File: src/rtl/checkpoint_table.sv
// Circular age-ordered branch checkpoint store: allocate at tail, retire in order at head,
// restore one cycle after a mispredict with younger-slot truncation; commit frees merge into live slots.
module checkpoint_table #(
  parameter int N_CKPT      = 4,
  parameter int N_ARCH_REGS = 32,
  parameter int N_PHYS_REGS = 64,
  parameter int PREG_W      = $clog2(N_PHYS_REGS),
  parameter int ROB_W       = 4,
  parameter int CK_W        = $clog2(N_CKPT)
) (
  input  logic                          clk,
  input  logic                          reset,
  input  logic                          alloc_valid,
  output logic                          alloc_ready,
  output logic [CK_W-1:0]               alloc_id,
  input  logic [ROB_W-1:0]              alloc_rob_tag,
  input  logic [N_ARCH_REGS*PREG_W-1:0] alloc_rat,
  input  logic [N_PHYS_REGS-1:0]        alloc_freelist,
  input  logic                          res_valid,
  input  logic [CK_W-1:0]               res_id,
  input  logic                          res_mispredict,
  input  logic                          commit_free_valid,
  input  logic [PREG_W-1:0]             commit_free_preg,
  input  logic                          flush,
  output logic                          restore_valid,
  output logic [N_ARCH_REGS*PREG_W-1:0] restore_rat,
  output logic [N_PHYS_REGS-1:0]        restore_freelist,
  output logic [ROB_W-1:0]              restore_rob_tag,
  output logic [N_CKPT-1:0]             live_mask,
  output logic [CK_W:0]                 count
);
  localparam int RAT_W = N_ARCH_REGS * PREG_W;

  logic [CK_W-1:0]        r_head;
  logic [CK_W-1:0]        r_tail;
  logic [CK_W:0]          r_count;
  logic [N_CKPT-1:0]      r_valid;
  logic [N_CKPT-1:0]      r_done;
  logic [ROB_W-1:0]       r_rob_tag [N_CKPT];
  logic [RAT_W-1:0]       r_rat     [N_CKPT];
  logic [N_PHYS_REGS-1:0] r_fl      [N_CKPT];

  logic                   r_restore_valid;
  logic [RAT_W-1:0]       r_restore_rat;
  logic [N_PHYS_REGS-1:0] r_restore_fl;
  logic [ROB_W-1:0]       r_restore_tag;

  logic                   w_alloc;
  logic                   w_mispredict;
  logic                   w_resolve_ok;
  logic                   w_retire;
  logic [CK_W-1:0]        w_off_res;
  logic [N_CKPT-1:0]      w_kill;
  logic [N_PHYS_REGS-1:0] w_free_onehot;

  // Readiness looks only at the registered count, so a same-cycle retire never reopens a full table.
  assign alloc_ready  = (r_count < (CK_W+1)'(N_CKPT)) && !(res_valid && res_mispredict);
  assign alloc_id     = r_tail;
  assign w_alloc      = alloc_valid && alloc_ready && !flush;
  assign w_mispredict = res_valid && res_mispredict && r_valid[res_id];
  assign w_resolve_ok = res_valid && !res_mispredict && r_valid[res_id];
  assign w_retire     = (r_count != '0) && r_valid[r_head] && r_done[r_head] && !w_mispredict;
  assign w_off_res    = res_id - r_head;

  always_comb begin
    w_free_onehot = '0;
    if (commit_free_valid)
      w_free_onehot[commit_free_preg] = 1'b1;
  end

  // Kill every slot whose age (distance from head) is at least that of the mispredicted slot.
  always_comb begin
    w_kill = '0;
    for (int i = 0; i < N_CKPT; i++)
      w_kill[i] = (CK_W'(i) - r_head) >= w_off_res;
  end

  always_ff @(posedge clk) begin
    if (reset) begin
      r_head          <= '0;
      r_tail          <= '0;
      r_count         <= '0;
      r_valid         <= '0;
      r_done          <= '0;
      r_restore_valid <= 1'b0;
      r_restore_rat   <= '0;
      r_restore_fl    <= '0;
      r_restore_tag   <= '0;
    end else if (flush) begin
      r_head          <= '0;
      r_tail          <= '0;
      r_count         <= '0;
      r_valid         <= '0;
      r_done          <= '0;
      r_restore_valid <= 1'b0;
    end else begin
      r_restore_valid <= w_mispredict;
      if (w_mispredict) begin
        r_restore_rat <= r_rat[res_id];
        r_restore_fl  <= r_fl[res_id] | w_free_onehot;
        r_restore_tag <= r_rob_tag[res_id];
        r_valid       <= r_valid & ~w_kill;
        r_tail        <= res_id;
        r_count       <= {1'b0, w_off_res};
      end else begin
        if (w_retire) begin
          r_valid[r_head] <= 1'b0;
          r_head          <= r_head + CK_W'(1);
        end
        if (w_resolve_ok)
          r_done[res_id] <= 1'b1;
        if (w_alloc) begin
          r_valid[r_tail] <= 1'b1;
          r_done[r_tail]  <= 1'b0;
          r_tail          <= r_tail + CK_W'(1);
        end
        r_count <= r_count + (CK_W+1)'(w_alloc) - (CK_W+1)'(w_retire);
      end
    end
  end

  // Snapshot payload needs no reset: it is only ever read from a valid slot.
  always_ff @(posedge clk) begin
    for (int i = 0; i < N_CKPT; i++) begin
      if (w_alloc && (r_tail == CK_W'(i))) begin
        r_rob_tag[i] <= alloc_rob_tag;
        r_rat[i]     <= alloc_rat;
        r_fl[i]      <= alloc_freelist;
      end else if (r_valid[i]) begin
        r_fl[i] <= r_fl[i] | w_free_onehot;
      end
    end
  end

  assign restore_valid    = r_restore_valid;
  assign restore_rat      = r_restore_rat;
  assign restore_freelist = r_restore_fl;
  assign restore_rob_tag  = r_restore_tag;
  assign live_mask        = r_valid;
  assign count            = r_count;

endmodule

File: config.mk
export PLATFORM = sky130hd
export DESIGN_NAME = checkpoint_table
export DESIGN_NICKNAME = d
export VERILOG_FILES = /design/src/rtl/checkpoint_table.sv
export SDC_FILE = /design/constraint.sdc
export NUM_CORES = 2
export LEC_CHECK = 0
export BUFFER_PORTS_ARGS = -buffer_cell sky130_fd_sc_hd__buf_4
export CAP_MARGIN = 10
export CORE_ASPECT_RATIO = 0.8
export CORE_UTILIZATION = 60
export CTS_BUF_LIST = sky130_fd_sc_hd__clkbuf_16
export CTS_CLUSTER_SIZE = 8
export DETAILED_ROUTE_END_ITERATION = 16
export PLACE_DENSITY = 0.79
export SLEW_MARGIN = 20
export SYNTH_ARGS = -nofsm -noshare
export SYNTH_HDL_FRONTEND = slang
export SYNTH_SLANG_ARGS = --single-unit
File: constraint.sdc
create_clock -name clk -period 25.9 [get_ports clk]
set_clock_uncertainty 0.05 [all_clocks]
set_input_delay 2.59 -clock clk [delete_from_list [all_inputs] [get_ports clk]]
set_output_delay 2.59 -clock clk [all_outputs]
set_load 0.005 [all_outputs]
==> results by group <==
Clock tree
  – Root buf cell: clkbuf_16
  – Postcts setup bufs: 0
  – Deepest clock path buffer count: 3
  – Clk sinks: 1316
  – Skew-Pair Late Insertion Delay: 0.77 ns
  – CTS tree: yes
  – Post-CTS resize count: 0
  – Hold buffers post-CTS: 0
  – H-tree depth: 4
  – Clock transition at path regs: 0.05 ns
  – CTS buffer count: 182

STA
  – Period utilization: 23.2%
  – Setup_tns: 0 ns
  – Slew Limit Fails: 0
  – RSZ-0062 raised after global routing: false
  – Hold violation count in the final report: 0
  – Worst-margin pin slew: 1.21 ns
  – Endpoints failing setup: 0
  – Crit path time final: 6.01 ns
  – Fmax: 166 MHz
  – Relative slew slack: 19.6%

Global routing
  – GRT Total Usage: 32.4%
  – Global-route wire length before repair: 216000 um
  – Initial antenna violation count: 29
  – Largest net degree at the start of global routing: 156
  – Grt ovf: 0
  – Vias in the first global route: 34788

Die
  – Starting Density: 60.8%
  – DIE AREA: 0.0885 sq mm
  – Core Region: 0.0861 sq mm
  – Die X: 332 um
  – # rows: 96
  – Ports: 546
  – Die height: 266 um

Yosys
  – Cell taking the most area after synthesis: edfxtp_1
  – Number of enable flip-flop cells after synthesis: 1040
  – Synth top area cells: edfxtp_1 (60%), mux4_2 (11%), dfxtp_1 (11%)
  – Cell count after synthesis: 3595
  – Yosys cell types: 56
  – Mapped Nets: 3888
  – Register bit count reported by yosys: 1316
  – Cell Area, Synth: 0.0524 sq mm
  – Count leader, synth: edfxtp_1
  – Async SR Flop Fraction: 0%
  – Synth top area share: 59.6%
  – Synth warn: 0
  – Syn Area/Cell: 14.6 sq um
  – Register area share after synthesis: 70.2%
  – Ys flop type: edfxtp_1
  – Most frequent cells after synthesis: edfxtp_1 (1040), nand2_1 (498), o21ai_0 (429), dfxtp_1 (276), a21oi_1 (267)

Power
  – Max VDD drop: 61.8 uV
  – Total power: 4.69 mW
  – Sequential share of power: 49.4%
  – Logic gate share of total power: 4.4%
  – Power per standard cell area: 74.8 mW/mm^2
  – Switching Fraction: 21.8%
  – P_leak: 22.5 nW
  – Cell Int Power: 3.67 mW
  – Switching pwr: 1.02 mW
  – Clock share of power: 46.2%

Drt
  – 1st-iter DRT viols: 3788
  – Drt total wl: 144000 um
  – Post-detailed-route count of antenna-violating nets: 0
  – Via Count: 35088
  – Drt pass-1 iters: 5
  – Via/cell ratio: 6.51
  – Drt wl/cell: 26.7 um
  – Residual DRC: 0

Setup path
  – Worst path max stage delay: 0.44 ns
  – Cell Chain, Critical Path: buf_4 -> a21oi_1 -> buf_4
  – Critical path's slowest cell: a21oi_1
  – CP bufs+invs: 2
  – CP arrival: 3.37 ns
  – Crit path max fanout: 7
  – CP Launch Type: input pin
  – Crit path max-delay family: compound AO/OA/AOI/OAI gates
  – Worst setup path class: in2out
  – Most used cell, CP: buf_4
  – Req. time, crit path: 23.26 ns
  – CP Capture Type: primary output

Final layout
  – Fin cells: 5389
  – Area Overhead vs Synth: 19.7%
  – Fill cells: 5201
  – Share of layout cells above drive strength 1: 25.3%
  – Nets@finish: 4383

Placed design
  – Post-Place Cells: 5033
  – Gpl congestion: 0.854
  – HPWL Detailed: 77200 um
  – I/O Buffers: 545

Hold path
  – Hold WC Path Type: reg2reg

Flow run
  – Max-Cap Viols: 0

Outcome
  – Status: complete, no violations
worst reg2reg max path, cell delays in order (launching register included):
cell	delay (ns)
dfxtp_1	0.53
mux2_2	0.30
a22o_4	0.57
buf_4	0.79
buf_4	0.96
nand3_1	0.37
a21oi_1	0.22
registers in the layout (all words and copies together), names as in the netlist:
name and cells:
r_fl 256, restore_valid 1, restore_rob_tag 4, r_rat 768, r_rob_tag 16, alloc_id 2, restore_freelist 64, count 3
r_done 4, r_head 2, live_mask 4, restore_rat 192
logic make-up after synthesis:
kind of cell | count (synthesis) | share of synthesized area (%)
multiplexers | 265 | 11.3
AND/OR/NAND/NOR | 946 | 8.10
flip-flops | 1316 | 70.2
buffers and inverters | 290 | 2.39
AO/OA/AOI/OAI | 755 | 7.48
XOR/XNOR | 5 | 0.0836
adder cells (fa/ha/maj) | 18 | 0.444
layout make-up:
cell class / count / area, sq um / share of cell area (%)
sequential: 1316 / 36800 / 58.6
multi-input combinational: 1989 / 14500 / 23.2
clock buffer: 183 / 4580 / 7.30
timing repair buffer: 584 / 4490 / 7.16
tap: 1127 / 1410 / 2.25
clock inverter: 150 / 805 / 1.28
inverter: 17 / 71.3 / 0.114
antenna: 23 / 57.6 / 0.0918
layer usage:
layer,vias to the layer above,GRT usage (%),wire (um)
li1,14851,-,-
met1,17476,43.3,52700
met2,2393,49.6,68700
met3,356,9.02,16600
met4,12,15.5,5990
met5,-,0,88
path summary, 6_finish.rpt:
check	start	end	slack, ns	cells past startpoint
max	res_valid	alloc_ready	19.89	3
min reg2reg	restore_rat[127]	restore_rat[127]	0.42	2
max reg2reg	live_mask[0]	restore_rat[132]	22.04	6
min	restore_rat[127]	restore_rat[127]	0.42	2
power groups by stage:
| stage | clock network, mW | registers, mW | logic [mW] |
|---|---|---|---|
| floorplan | 0 | 2.36 | 0.117 |
| detailed placement | 0 | 2.36 | 0.206 |
| CTS | 2.18 | 2.32 | 0.207 |
| finish | 2.17 | 2.32 | 0.208 |
| global placement | 0 | 2.36 | 0.201 |
| global route | 2.27 | 2.32 | 0.223 |
placed cells by master, fill, tap and decap left out, types with 5 or more instances in the layout:
| cell | Yosys | routed |
|---|---|---|
| nor2_1 | 66 | 62 |
| nor4_1 | 61 | 61 |
| and4b_1 | 5 | 5 |
| buf_12 | 0 | 6 |
| clkinv_16 | 0 | 7 |
| and2_1 | 6 | 6 |
| mux4_2 | 262 | 262 |
| o22ai_1 | 5 | 5 |
| a21oi_1 | 267 | 267 |
| nand3_1 | 204 | 204 |
| clkbuf_16 | 0 | 183 |
| edfxtp_1 | 1040 | 1040 |
| dfxtp_1 | 276 | 276 |
| nor3_1 | 66 | 66 |
| inv_1 | 16 | 151 |
| diode_2 | 0 | 23 |
| o21ai_1 | 17 | 13 |
| o21ai_0 | 429 | 426 |
| o22a_1 | 16 | 16 |
| nor2b_1 | 7 | 7 |
| o21ai_4 | 0 | 7 |
| nand3b_1 | 6 | 6 |
| nand2_1 | 498 | 498 |
| ha_1 | 17 | 17 |
| buf_4 | 12 | 574 |
through the flow:
stage / worst slack (ns) / area, sq um / util, % / hold slack, ns
after detailed placement: 19.29 / 57300 / 66.5 / 0.417
final: 19.89 / 62700 / 72.8 / 0.422
after global routing: 19.91 / 62700 / 72.8 / 0.444
after floorplan: 12.37 / 52400 / - / 0.420
after global placement: 19.38 / 57300 / 66.5 / 0.411
after CTS: 19.96 / 62700 / 72.8 / 0.424
No activity file was read; power rests on OpenSTA's default activity.
